`config.mk`:
```
export PLATFORM = sky130hd
export DESIGN_NAME = display_timing_gen
export DESIGN_NICKNAME = d
export VERILOG_FILES = /design/src/rtl/display_timing_gen.sv
export SDC_FILE = /design/constraint.sdc
export NUM_CORES = 1
export LEC_CHECK = 0
export ABC_AREA = 0
export CELL_PAD_IN_SITES_DETAIL_PLACEMENT = 1
export CELL_PAD_IN_SITES_GLOBAL_PLACEMENT = 1
export CORE_UTILIZATION = 37
export CTS_BUF_LIST = sky130_fd_sc_hd__clkbuf_8
export DETAILED_ROUTE_END_ITERATION = 10
export PLACE_DENSITY_LB_ADDON = 0.1
export SYNTH_ARGS = -nofsm -noshare
export SYNTH_HDL_FRONTEND = slang
export SYNTH_SLANG_ARGS = --single-unit
```
`constraint.sdc`:
```
create_clock -name pix_clk -period 4 [get_ports pix_clk]
set_clock_uncertainty 0.1 [all_clocks]
set_input_delay 0.4 -clock pix_clk [delete_from_list [all_inputs] [get_ports pix_clk]]
set_output_delay 0.4 -clock pix_clk [all_outputs]
set_load 0.01 [all_outputs]
```
`src/rtl/display_timing_gen.sv`:
```
// Parametrised raster timing generator: counters, active-area coordinates, sync and strobes.
// Define DISPLAY_TIMING_REG_OUT_EN to register every output one cycle behind the counters.
module display_timing_gen #(
    parameter int CORDW    = 10,
    parameter int H_ACTIVE = 640,
    parameter int H_FP     = 16,
    parameter int H_SYNC   = 96,
    parameter int H_BP     = 48,
    parameter int V_ACTIVE = 480,
    parameter int V_FP     = 10,
    parameter int V_SYNC   = 2,
    parameter int V_BP     = 33,
    parameter bit H_POL    = 1'b0,
    parameter bit V_POL    = 1'b0
) (
    input  logic             pix_clk,
    input  logic             rst_pix,
    input  logic             en,
    output logic [CORDW-1:0] sx,
    output logic [CORDW-1:0] sy,
    output logic [CORDW-1:0] ax,
    output logic [CORDW-1:0] ay,
    output logic             de,
    output logic             hsync,
    output logic             vsync,
    output logic             line,
    output logic             frame
);

    localparam int H_TOTAL = H_BP + H_ACTIVE + H_FP + H_SYNC;
    localparam int V_TOTAL = V_BP + V_ACTIVE + V_FP + V_SYNC;

    localparam logic [CORDW-1:0] H_LAST = CORDW'(H_TOTAL - 1);
    localparam logic [CORDW-1:0] V_LAST = CORDW'(V_TOTAL - 1);
    localparam logic [CORDW-1:0] H_AS   = CORDW'(H_BP);
    localparam logic [CORDW-1:0] H_AE   = CORDW'(H_BP + H_ACTIVE);
    localparam logic [CORDW-1:0] H_SS   = CORDW'(H_TOTAL - H_SYNC);
    localparam logic [CORDW-1:0] V_AS   = CORDW'(V_BP);
    localparam logic [CORDW-1:0] V_AE   = CORDW'(V_BP + V_ACTIVE);
    localparam logic [CORDW-1:0] V_SS   = CORDW'(V_TOTAL - V_SYNC);

    if (H_SYNC < 1 || V_SYNC < 1) begin : g_sync_chk
        $error("display_timing_gen: H_SYNC and V_SYNC must be at least 1");
    end
    if ((2 ** CORDW) < H_TOTAL || (2 ** CORDW) < V_TOTAL) begin : g_cordw_chk
        $error("display_timing_gen: CORDW too narrow for H_TOTAL/V_TOTAL");
    end

    logic [CORDW-1:0] sx_c, sy_c, ax_c, ay_c;
    logic             h_act, v_act, de_c, hsync_c, vsync_c, line_c, frame_c;

    // NOTE: sequential state uses non-blocking assignments so every register
    // samples pre-edge values regardless of statement order.
    always_ff @(posedge pix_clk or negedge rst_pix) begin
        if (!rst_pix) begin
            sx_c <= '0;
            sy_c <= '0;
        end else if (en) begin
            if (sx_c == H_LAST) begin
                sx_c <= '0;
                sy_c <= (sy_c == V_LAST) ? '0 : sy_c + 1'b1;
            end else begin
                sx_c <= sx_c + 1'b1;
            end
        end
    end

    // NOTE: every signal gets a default first so no path through the block
    // leaves one unassigned and infers a latch.
    always_comb begin
        h_act   = 1'b0;
        v_act   = 1'b0;
        de_c    = 1'b0;
        ax_c    = '0;
        ay_c    = '0;
        hsync_c = !H_POL;
        vsync_c = !V_POL;
        line_c  = 1'b0;
        frame_c = 1'b0;

        h_act = (sx_c >= H_AS) && (sx_c < H_AE);
        v_act = (sy_c >= V_AS) && (sy_c < V_AE);
        de_c  = h_act && v_act;
        if (de_c) begin
            ax_c = sx_c - H_AS;
            ay_c = sy_c - V_AS;
        end
        // Sync is the last region, so the counter wrap bounds it from above.
        if (sx_c >= H_SS) hsync_c = H_POL;
        if (sy_c >= V_SS) vsync_c = V_POL;
        line_c  = en && rst_pix && (sx_c == '0);
        frame_c = line_c && (sy_c == '0);
    end

`ifdef DISPLAY_TIMING_REG_OUT_EN
    // Loads every cycle, independent of en, so outputs trail the counters by one clock.
    always_ff @(posedge pix_clk or negedge rst_pix) begin
        if (!rst_pix) begin
            sx    <= '0;
            sy    <= '0;
            ax    <= '0;
            ay    <= '0;
            de    <= 1'b0;
            hsync <= !H_POL;
            vsync <= !V_POL;
            line  <= 1'b0;
            frame <= 1'b0;
        end else begin
            sx    <= sx_c;
            sy    <= sy_c;
            ax    <= ax_c;
            ay    <= ay_c;
            de    <= de_c;
            hsync <= hsync_c;
            vsync <= vsync_c;
            line  <= line_c;
            frame <= frame_c;
        end
    end
`else
    assign sx    = sx_c;
    assign sy    = sy_c;
    assign ax    = ax_c;
    assign ay    = ay_c;
    assign de    = de_c;
    assign hsync = hsync_c;
    assign vsync = vsync_c;
    assign line  = line_c;
    assign frame = frame_c;
`endif

endmodule

```
After elaboration in Yosys (flattened, before gate mapping):

Index checks and enable logic that the tools add are counted.

* $add $sub $neg: 4
* order comparisons: 6
* eq/ne operators: 2
* multiplexer cells: 6
* reductions and logical operators: 9

Operator list (count)
* 10-bit 2-to-1 mux: 4
* 10-bit by 1-bit adder with 10-bit output (second input constant): 2
* 10-bit == test (second input constant): 2
* 10-bit greater-or-equal comparator (second input constant): 2
* 10-bit by 6-bit greater-or-equal comparator with 1-bit output (second input constant): 2
* 10-bit zero test: 2
* 10-bit less-than comparator (second input constant): 2
* 10-bit by 6-bit subtractor with 10-bit output (second input constant): 2
* 1-bit logical AND: 6
* 1-bit 2-to-1 mux: 2
* 2-bit AND reduction: 1

* register bits: 20

Longest topological paths before layout:

Gate-level depths: netlist (run 1).

* word-level depth: 4
* gate-level depth with buffers: 7
* depth with buffers taken out: 6

Worst setup path after synthesis (run 1):

No wires, ideal clock.

* path kind: flip-flop to output port
* start point: reg sy_c[0], in the netlist sy[0]
* end point: out ay[5]
* arrival: 1.873 ns
* required time: 3.500 ns
* path slack: 1.627 ns
* stages on the path, launching flop included: 8
* buffers on the path: 1
* cells stage by stage: dfrtp_1 > inv_1 > ha_1 > nor4b_1 > and3_1 > o221ai_1 > buf_4 > nor3_1

* cells in the longest elaborated chain, start to end: 4
* elaborated cells between the ends (all ways): 6
* those cells by class: 1 x add/sub; 2 x order compare; 1 x mux; 2 x reduce/logical

Ends and longest elaborated chain
* from (decl): line 49 `logic [CORDW-1:0] sx_c, sy_c, ax_c, ay_c;`
* from (signal assigned): line 61 `sy_c <= (sy_c == V_LAST) ? '0 : sy_c + 1'b1;`
* 10-bit by 6-bit greater-or-equal comparator with 1-bit output or 10-bit less-than comparator (tied branches): line 82 `v_act = (sy_c >= V_AS) && (sy_c < V_AE);`
* 1-bit logical AND: line 82
* 1-bit logical AND: line 83 `de_c = h_act && v_act;`
* 10-bit 2-to-1 mux (*): line 84 `if (de_c) begin`
* to (decl): line 22 `output logic [CORDW-1:0] ay,`

Mark *: on every way between the ends. The rest lies on a longest branch, timed or not.

Worst setup path after layout (run 1):

Same ends and word-level chain as after synthesis.

==> results.yml, run 1 <==
outcome:
  status: "finished, final reports clean"
placement:
  gp_congestion: 0.794
  dp_slack_ns: 1.00
  hpwl_mm: 3.67
  io_buffers: 47
  dpl.cell_count: 283
cells_and_area:
  finalNonFillerCells: 287
  regArea_um2: 500
  multi_input_area_um2: 938
  fin_nets: 250
  n_fill_cell: 511
  fin_util: 0.522
  diodes: 0
  syn2layout_area_growth_pct: 33.9
  layout-drive-gt1-share: 0.0591
clocking:
  cts_setup_buffers: 0
  root_buffer: "clkbuf_8"
  worstSkewPairLatency_ns: 0.26
  numClockSinks: 20
  clock_path_buffers: 2
  ctsHoldBuffers: 0
  cts_inserted_buffers: 3
  clkSlewWorstSetupHoldPaths_ns: 0.09
  cts_tree: "built"
  htreeDepth: 1
  cts_resized: 0
timing:
  fin_crit_ns: 3.39
  postLayoutSetupSlackWorst_ns: 0.605
  clock.fmax_ghz: 0.295
  fin_setup_tns_ns: 0
  relSlewSlack: 0.444
  rsz0062_at_grt: "false"
  final_max_slew_viol_count: 0
  worst_pin_slew_ns: 0.826
  fin_crit_sh: 0.849
  setup_violations: 0
  hold_viol: 0
synthesis:
  synth_top_area_share: 0.319
  synth_edf_count: 0
  yosysMostFrequentCell: "nor2_1"
  ys_warn_count: 0
  synthFlopType: "dfrtp_1"
  synth_area_leaders: "dfrtp_1, ha_1, nor2_1"
  synth.cells.most_frequent: "nor2_1, dfrtp_1, nand2_1"
  synth_area_um2: 1570
  synthCells: 197
  synth-seq-cells: 20
  synth.distinct_cells: 40
  synth_nets: 209
  synth_largest_area_cell: "dfrtp_1"
  synthArstFlopShare: 1.00
  syn_avg_cell_area_um2: 7.97
  yosysSeqAreaShare: 0.319
drt:
  first_pass_iters: 4
  via_per_inst: 5.53
  drc_errors: 0
  vias: 1587
  final_antenna_net_count: 0
  drt-wirelength-per-cell_um: 17.5
  drt_iter0_drc: 79
  routed_wl_mm: 5.01
critical_path:
  cp_top_family: "buffers and inverters"
  path_buf_inv: 3
  cp-start-kind: "register"
  worstPathRequired_ns: 3.50
  worstSetupEndpointType: "output pin"
  critPathSlowestCell: "clkdlybuf4s50_1"
  crit_fanout: 10
  crit_chain: "inv_1 > ha_1 > nor4b_1 > and3_1 > o221ai_1 > buf_4 > nor3_1 > clkdlybuf4s50_1"
  slowest_delay_ns: 0.57
  cp.arrival_ns: 2.89
  crit_type: "register to output pin"
grt:
  grt_pass1_wl_mm: 8.14
  grt_use_total: 0.236
  grt_max_degree: 21
  antenna_found_initial: 0
  grt_pass1_vias: 1653
  gr-total-overflow: 0
min_path:
  hp-class: "register to register"
die:
  floorplan.die_area_um2: 4510
  die_width_um: 67.1
  core_area_um2: 4030
  die_y_um: 67.1
  initial_core_util: 0.390
  row_count: 23
  ios: 48
flow_run:
  cap_violations: 0
power_and_ir_drop:
  ir_drop_uv: 250
  p_leak_nw: 0.893
  p_per_area_nw_per_um2: 370
  total_power_mw: 0.779
==> layout make-up <==
cell class,count,area share
multi-input cells,150,0.446
flip-flops and latches,20,0.238
repair buffers,51,0.238
well taps,50,0.0298
clock buffers,4,0.0262
inverters,12,0.0214
==> registers in the layout, indices dropped and copies added, names as in the netlist <==
signal	count
sy	10
sx	10
==> where the power goes <==
part	leakage [nW]	switching, mW	internal [mW]	total [mW]
combinational	0.616	0.145	0.154	0.299
clock	0.0288	0.0776	0.0878	0.165
sequential	0.248	0.0760	0.239	0.315
total	0.893	0.298	0.481	0.779
==> metrics by stage <==
stage          hold WS, ns  cell area, um^2
2_1_floorplan      0.00441             1570
3_3_place_gp         0.482             2050
3_5_place_dp         0.497             2050
4_1_cts              0.513             2100
5_1_grt              0.541             2100
6_report             0.513             2100
==> kinds of logic after synthesis <==
group,Yosys count,synth area share
flip-flops,20,0.319
AND/OR/NAND/NOR,90,0.304
buffers and inverters,27,0.0837
AO/OA/AOI/OAI,35,0.133
adder cells (fa/ha/maj),9,0.0717
XOR/XNOR,16,0.0892
==> layer usage <==
layer / global-route usage / up-vias / routed length [um]
li1: - / 758 / -
met1: 0.314 / 789 / 2310
met2: 0.408 / 36 / 2500
met3: 0.0236 / 4 / 172
met4: 0.0559 / 0 / 31
met5: 0 / - / 0
==> path summary, 6_finish.rpt <==
kind	from	end	slack [ns]	depth (start not counted)
max	sy[0]	ay[5]	0.61	8
max reg2reg	sx[0]	sy[7]	1.77	5
min	sx[2]	sx[2]	0.51	1
min reg2reg	sx[2]	sx[2]	0.51	1
min in group asynchronous	rst_pix	sx[7]	0.52	2
max in group asynchronous	rst_pix	sy[0]	3.05	2
==> cells in the final DEF, fill, tap and decap left out, types with 2 or more instances in the layout <==
cell type and n:
and4_1 3, xnor2_1 11, nor2_1 27, xor2_1 5, clkbuf_8 4, nor4_1 3, nor3_1 6, nor4b_1 2
and3_1 5, a21oi_1 6, ha_1 9, a31oi_1 2, dfrtp_1 20, a211oi_1 3, buf_4 4, inv_1 12
nand2_1 17, nand4_1 3, o21a_1 2, o211ai_1 2, nand3_1 10, o31ai_1 2, clkdlybuf4s50_1 47, o21ai_0 16
or3_1 3
Power figures use the tool's default switching activity.
==> run 2: changes to the inputs <==
Settings changed: CORE_UTILIZATION 37 to 35.
Clock period 4 ns to 3.3 ns, I/O delays scaled along.
==> run 2 against run 1 <==
  * Design area rose by 2.9%
  * Global-route usage shrank 0.90 points
  * Critical path type unchanged
  * First-iteration DRC count grew 8.9%
  * Wire length fell by 0.54%
  * Largest power group is now combinational cells
  * Worst setup slack worse by 0.44 ns
  * Via count rose by 2.3%
  * Cell count grew 1.7%
==> results.yml, run 2 (synthesized netlist as in run 1, its figures left out) <==
critical_path:
  cp-start-kind: "register"
  path_buf_inv: 2
  crit_chain: "inv_1 > ha_2 > or4b_4 > a211oi_1 > xnor2_1 > nor2_1 > clkdlybuf4s50_1"
  cp_top_family: "buffers and inverters"
  slowest_delay_ns: 0.55
  worstPathRequired_ns: 2.87
  crit_fanout: 7
  cp.arrival_ns: 2.71
  crit_path_start: "sy[1]"
  worstSetupEndpointType: "output pin"
  critPathSlowestCell: "clkdlybuf4s50_1"
  crit_type: "register to output pin"
  r2r-start: "sx[0]"
cells_and_area:
  diodes: 0
  layout-drive-gt1-share: 0.0992
  layout_commonest_cell: "clkdlybuf4s50_1"
  top_regs: "sx x10, sy x10"
  n_fill_cell: 521
  syn2layout_area_growth_pct: 37.8
  fin_nets: 256
  finalNonFillerCells: 292
  final_cell_mix: "clkdlybuf4s50_1, nor2_1, dfrtp_1, nand2_1, o21ai_0"
timing:
  final_max_slew_viol_count: 0
  relSlewSlack: 0.636
  fin_crit_sh: 0.951
  fin_crit_ns: 3.14
  fin_setup_tns_ns: 0
  setup_violations: 0
  clock.fmax_ghz: 0.319
  rsz0062_at_grt: "false"
  hold_viol: 0
  worst_pin_slew_ns: 0.541
drt:
  drt-wirelength-per-cell_um: 17.1
  drt_iter0_drc: 86
  routed_wl_mm: 4.99
  first_pass_iters: 4
  vias: 1624
  via_per_inst: 5.56
  drc_errors: 0
  final_antenna_net_count: 0
die:
  row_count: 23
  core_area_um2: 4140
  initial_core_util: 0.379
  die_width_um: 69.0
  die_y_um: 69.0
  ios: 48
  floorplan.die_area_um2: 4760
placement:
  gp_congestion: 0.800
  io_buffers: 47
  dpl.cell_count: 289
  hpwl_mm: 3.77
power_and_ir_drop:
  ir_drop_uv: 252
  p_leak_nw: 0.936
  combPwrFrac: 0.434
  swShare: 0.390
  p_per_area_nw_per_um2: 433
  internal-power_mw: 0.571
  power_frac_seq: 0.387
  p_switching_mw: 0.365
  clkPwrFrac: 0.180
clocking:
  ctsHoldBuffers: 0
  root_buffer: "clkbuf_8"
  clkSlewWorstSetupHoldPaths_ns: 0.08
  worstSkewPairLatency_ns: 0.26
  clock_path_buffers: 2
  numClockSinks: 20
  cts_setup_buffers: 0
  cts_inserted_buffers: 3
  cts_resized: 0
  cts_tree: "built"
  htreeDepth: 1
grt:
  antenna_found_initial: 0
  grt_pass1_wl_mm: 7.96
  gr-total-overflow: 0
  grt_use_total: 0.227
  grt_max_degree: 21
  grt_pass1_vias: 1564
min_path:
  hp-class: "primary input to async pin"
outcome:
  status: "finished, final reports clean"
flow_run:
  cap_violations: 0
-- run 2: worst paths after layout --
| kind | slack (ns) | to | cells past startpoint |
|---|---|---|---|
| worst max-delay path | 0.16 | ay[8] | 7 |
| worst min-delay path | 0.44 | sy[8] | 2 |
| worst max register to register | 1.22 | sy[4] | 5 |
| worst min register to register | 0.51 | sx[2] | 1 |
| max in group asynchronous | 2.43 | sy[0] | 2 |
| min in group pix_clk | 0.51 | sx[2] | 1 |
-- run 2: power by group through the flow --
stage	sequential [mW]	combinational [mW]	clock (mW)
finish	0.362	0.406	0.168
global route	0.373	0.453	0.181
CTS	0.361	0.408	0.170
detailed placement	0.366	0.406	0
global placement	0.361	0.388	0
floorplan	0.366	0.247	0
-- run 2: area by class of cell --
| type | count | area (um^2) | share of cell area |
|---|---|---|---|
| Sequential cell | 20 | 502 | 0.232 |
| Clock buffer | 3 | 41.3 | 0.0191 |
| Multi-Input combinational cell | 150 | 965 | 0.446 |
| Inverter | 12 | 45.0 | 0.0208 |
| Timing Repair Buffer | 57 | 548 | 0.253 |
| Tap cell | 50 | 62.6 | 0.0289 |
-- run 2: layer usage --
layer | wire length [um] | track usage
met1 | 2410 | 0.321
met2 | 2360 | 0.369
met3 | 168 | 0.0263
met4 | 44 | 0.0459
met5 | 0 | 0
-- run 2: through the flow --
step | hold WS (ns) | power, mW | area, um^2 | worst slack (ns) | util
2_1_floorplan | -0.0656 | 0.613 | 1570 | 0.997 | -
3_3_place_gp | 0.479 | 0.750 | 2090 | 0.485 | 0.505
3_5_place_dp | 0.490 | 0.771 | 2090 | 0.359 | 0.505
4_1_cts | 0.462 | 0.940 | 2130 | 0.0727 | 0.515
5_1_grt | 0.471 | 1.01 | 2160 | 0.00506 | 0.522
6_report | 0.437 | 0.936 | 2160 | 0.163 | 0.522
-- run 2: worst reg2reg max path, delay by kind of cell, from the launching register on --
family	cells	cell delay, ns
simple gates	4	1.27
fa+ha+maj	1	0.22
flops	1	0.44
==> patch 1 (config.mk and constraints of run 2) <==
Register the outputs `ax`, `ay`, `de`, `hsync`, `vsync`, `line` and `frame`, cleared by the reset; this adds one clock of latency there. The other outputs are not delayed to match.
--- a/src/rtl/display_timing_gen.sv
+++ b/src/rtl/display_timing_gen.sv
@@ -122,9 +122,21 @@
     assign sy    = sy_c;
-    assign ax    = ax_c;
-    assign ay    = ay_c;
-    assign de    = de_c;
-    assign hsync = hsync_c;
-    assign vsync = vsync_c;
-    assign line  = line_c;
-    assign frame = frame_c;
+    always_ff @(posedge pix_clk or negedge rst_pix) begin
+        if (!rst_pix) begin
+            ax    <= '0;
+            ay    <= '0;
+            de    <= '0;
+            hsync <= '0;
+            vsync <= '0;
+            line  <= '0;
+            frame <= '0;
+        end else begin
+            ax    <= ax_c;
+            ay    <= ay_c;
+            de    <= de_c;
+            hsync <= hsync_c;
+            vsync <= vsync_c;
+            line  <= line_c;
+            frame <= frame_c;
+        end
+    end
 `endif
Behaviour: not the same (a bounded check fails within 4 cycles, from zero or initial values and one cycle with rst_pix low).
==> patch 1 against run 2 <==
Register-to-register slack got worse by 0.10 ns; design area rose by 29%; count of clock-buffer cells in the layout rose by 3; sequential power rose by 93%; wire length rose by 9.4%; power rose by 50%; area after synthesis rose by 40%; worst setup slack improved by 0.95 ns; clock power rose by 100%; die area rose by 39%; sequential cell count rose by 25; final cell count rose by 16%; largest cell class is now registers.
==> patch 1: results (changes against run 2) <==
| Metric | Value |
|---|---|
| RR Startpoint | `sy[1]$_DFFE_PN0P_ (was sx[0]$_DFFE_PN0P_)` |
| Reg2reg path depth | `7 (was 5)` |
| Reg-to-reg setup timing slack | `1.12 ns (was 1.22 ns)` |
| Met1 WL | `2550 µm (was 2410 µm)` |
| Placed cells | `333 (was 289)` |
| Synth top cells by count | `dfrtp_1, nor2_1, nand2_1 (was nor2_1, dfrtp_1, nand2_1)` |
| Gr usage total | `18.6% (was 22.7%)` |
| Power Density | `504 mW/mm² (was 433 mW/mm²)` |
| First-pass GRT wire length | `9080 µm (was 7960 µm)` |
| Seq/Total Area, Yosys | `51.3% (was 31.9%)` |
| GRT met1 Usage | `25.3% (was 32.1%)` |
| Detailed Route Iter0 Violations | `85 (was 86)` |
| Met3 usage | `3.60% (was 2.63%)` |
| Pin count of the biggest net entering global routing | `46 (was 21)` |
| Fin cells | `340 (was 292)` |
| Detail Placement HPWL | `3870 µm (was 3770 µm)` |
| Syn_nets | `234 (was 209)` |
| Dominant cells by area after synthesis | `dfrtp_1, ha_1, nor2_1 (unchanged)` |
| Worst Tran Pin Value | `0.612 ns (was 0.541 ns)` |
| Worst reg2reg path endpoint | `ay[5]$_DFF_PN0_ (was sy[4]$_DFFE_PN0P_)` |
| Status | `finished, final reports clean (unchanged)` |
| Filler instances | `676 (was 521)` |
| Met2 WL | `2670 µm (was 2360 µm)` |
| Drt via density | `5.12 (was 5.56)` |
| Met3 routed WL | `170 µm (was 168 µm)` |
| RD Place Congestion | `0.810 (was 0.800)` |
| Met2 Resource Use GR | `29.9% (was 36.9%)` |
| Worst-path maximum fanout | `11 (was 7)` |
| Nets@finish | `277 (was 256)` |
| Total CTS buffers | `5 (was 3)` |
| Average wire per standard cell | `16.0 µm (was 17.1 µm)` |
| Fraction of final layout cells sized beyond drive strength 1 | `6.42% (was 9.92%)` |
| Worst Hold Slack | `0.0867 ns (was 0.437 ns)` |
| Vias in the first global route | `1740 (was 1564)` |
| Static Leak | `1.25 nW (was 0.936 nW)` |
| Data arrival, critical path | `2.30 ns (was 2.71 ns)` |
## patch 1: cell types whose count changed after synthesis
cell | before | now
dfrtp_1 | 20 | 45
## patch 1: worst max-delay path by stage
| stage | from | end | slack, ns |
|---|---|---|---|
| floorplan | sy[0]$_DFFE_PN0P_ | ay[8]$_DFF_PN0_ | 1.35 |
| detailed placement | en | sy[4]$_DFFE_PN0P_ | 0.92 |
| global placement | en | sy[4]$_DFFE_PN0P_ | 0.99 |
| global route | sy[0]$_DFFE_PN0P_ | ay[5]$_DFF_PN0_ | 0.93 |
| finish | sy[1]$_DFFE_PN0P_ | ay[5]$_DFF_PN0_ | 1.12 |
| CTS | sy[1]$_DFFE_PN0P_ | ay[5]$_DFF_PN0_ | 1.09 |
## patch 1: final cells by class
class / count / area share (%)
well taps: 75 / 3.37
clock inverters: 1 / 0.135
inverters: 12 / 1.62
repair buffers: 51 / 17.8
clock buffers: 6 / 2.96
multi-input cells: 150 / 33.7
flip-flops and latches: 45 / 40.4
## patch 1: cells by family after synthesis
family | count (synthesis) | share of synthesized area (%)
adders and majority gates | 9 | 5.13
AOI/OAI and AO/OA | 35 | 9.52
xor gates and xnor gates | 16 | 6.38
buffers and inverters | 27 | 5.98
DFF | 45 | 51.3
and+or+nand+nor | 90 | 21.7
## patch 1: power breakdown
| part | internal [mW] | total [mW] | switching, mW |
|---|---|---|---|
| sequential | 0.596 | 0.698 | 0.101 |
| clock | 0.163 | 0.341 | 0.178 |
| combinational | 0.187 | 0.366 | 0.179 |
| total | 0.947 | 1.40 | 0.458 |
## patch 1: critical path, cell delays in order (launching register included)
cell and delay [ns]:
dfrtp_1 0.47, inv_1 0.16, ha_1 0.27, nor4b_1 0.32, and3_1 0.23, o221ai_1 0.16, buf_4 0.22, nor3_1 0.18
==> patch 2 (settings of run 2) <==
Without the edit above. The parameter `H_POL` goes from 1'b0 to 1'b1.
--- a/src/rtl/display_timing_gen.sv
+++ b/src/rtl/display_timing_gen.sv
@@ -12,3 +12,3 @@
     parameter int V_BP     = 33,
-    parameter bit H_POL    = 1'b0,
+    parameter bit H_POL    = 1'b1,
     parameter bit V_POL    = 1'b0
Behaviour: not the same (a bounded check fails within 4 cycles, from zero or initial values and one cycle with rst_pix low).
==> patch 2 against run 2 <==
Sequential share of layout area fell by 0.29 points; final cell count fell by 0.34%; power increased by 2.8%; critical path type unchanged; worst setup slack got worse by 0.010 ns; largest cell class unchanged; highest routed layer unchanged; first-iteration DRC count fell by 37%; critical endpoint is now ax[5]; design area is 1.3% higher; sequential cell count is the same; non-clock buffer count rose by 2; wire length fell by 3.8%; area after synthesis increased by 1.4%; register-to-register slack better by 0.03 ns; clock power up 18%.
==> patch 2: results (changes against run 2) <==
| Metric | Value |
|---|---|
| Status | `finished, final reports clean (unchanged)` |
| Achievable frequency | `318 MHz (was 319 MHz)` |
| Data arrival, critical path | `2.72 ns (was 2.71 ns)` |
| Vias | `1583 (was 1624)` |
| Met2 WL | `2260 µm (was 2360 µm)` |
| Synth top cells by count | `nor2_1, dfrtp_1, nand2_1 (unchanged)` |
| First-pass GRT wire length | `7940 µm (was 7960 µm)` |
| GRT met1 Usage | `28.9% (was 32.1%)` |
| RD Place Congestion | `0.836 (was 0.800)` |
| Final Power | `962 µW (was 936 µW)` |
| Sw Pwr | `365 µW (about the same)` |
| Worst Hold Slack | `0.397 ns (was 0.437 ns)` |
| DP Area | `0.00210 mm² (was 0.00209 mm²)` |
| Dominant cells by area after synthesis | `dfrtp_1, xnor2_1, ha_1 (was dfrtp_1, ha_1, nor2_1)` |
| Peak VDD IR | `0.301 mV (was 0.252 mV)` |
| Nets@finish | `252 (was 256)` |
| Setup crit end | `ax[5] (was ay[8])` |
| Detail Placement HPWL | `3540 µm (was 3770 µm)` |
| Worst Tran Pin Value | `0.383 ns (was 0.541 ns)` |
| Worst reg2reg path endpoint | `sx[9]$_DFFE_PN0P_ (was sy[4]$_DFFE_PN0P_)` |
| Routed wire length | `4800 µm (was 4990 µm)` |
| Met3 routed WL | `197 µm (was 168 µm)` |
| Syn_nets | `203 (was 209)` |
| Placed cells | `285 (was 289)` |
| Gate power share | `42.1% (was 43.4%)` |
| Met1 WL | `2280 µm (was 2410 µm)` |
| Reg-to-reg setup timing slack | `1.25 ns (was 1.22 ns)` |
| Static Leak | `0.917 nW (was 0.936 nW)` |
| Fraction of final layout cells sized beyond drive strength 1 | `11.3% (was 9.92%)` |
| Drt via density | `5.44 (was 5.56)` |
| Met3 usage | `2.47% (was 2.63%)` |
| Clk. pwr | `199 µW (was 168 µW)` |
| Filler instances | `502 (was 521)` |
| Seq/Total Area, Yosys | `31.4% (was 31.9%)` |
| Met2 Resource Use GR | `33.4% (was 36.9%)` |
| Setup WS pre-CTS | `0.151 ns (was 0.359 ns)` |
| Detailed Route Iter0 Violations | `54 (was 86)` |
| Syn Area/Cell | `8.34 µm² (was 7.97 µm²)` |
| CP max stage delay | `0.50 ns (was 0.55 ns)` |
patch 2: cell count changes after synthesis, sizes merged, moves of 3 or more:
cell    change
nor4        -3
nand2       -3
nor3        +5
o21ai       -6
inv         -4
nor2b       +3
nand4       +4
buf         +3
clkbuf      -3
and2        +3
patch 2: area by class of cell:
class	instances	area, µm²	area share, %
Clock buffer	4	55.1	2.51
Tap cell	52	65.1	2.97
Multi-Input combinational cell	148	963	44.0
Inverter	8	32.5	1.48
Sequential cell	20	502	22.9
Timing Repair Buffer	59	573	26.2
patch 2: cells by family (layout without fill, tap and decap cells):
logic type / count (synthesis) / after routing / synth area share, %
and+or+nand+nor: 91 / 91 / 30.8
AOI/OAI and AO/OA: 28 / 28 / 11.2
buffers and inverters: 23 / 71 / 8.48
xor gates and xnor gates: 20 / 20 / 11.0
DFF: 20 / 20 / 31.4
adders and majority gates: 9 / 9 / 7.07
patch 2: timing repair:
action                                  CTS  global route
pin swaps                                 1             1
endpoints found under the setup margin   15            16
resized for setup                         2             3
buffers inserted                          2             0
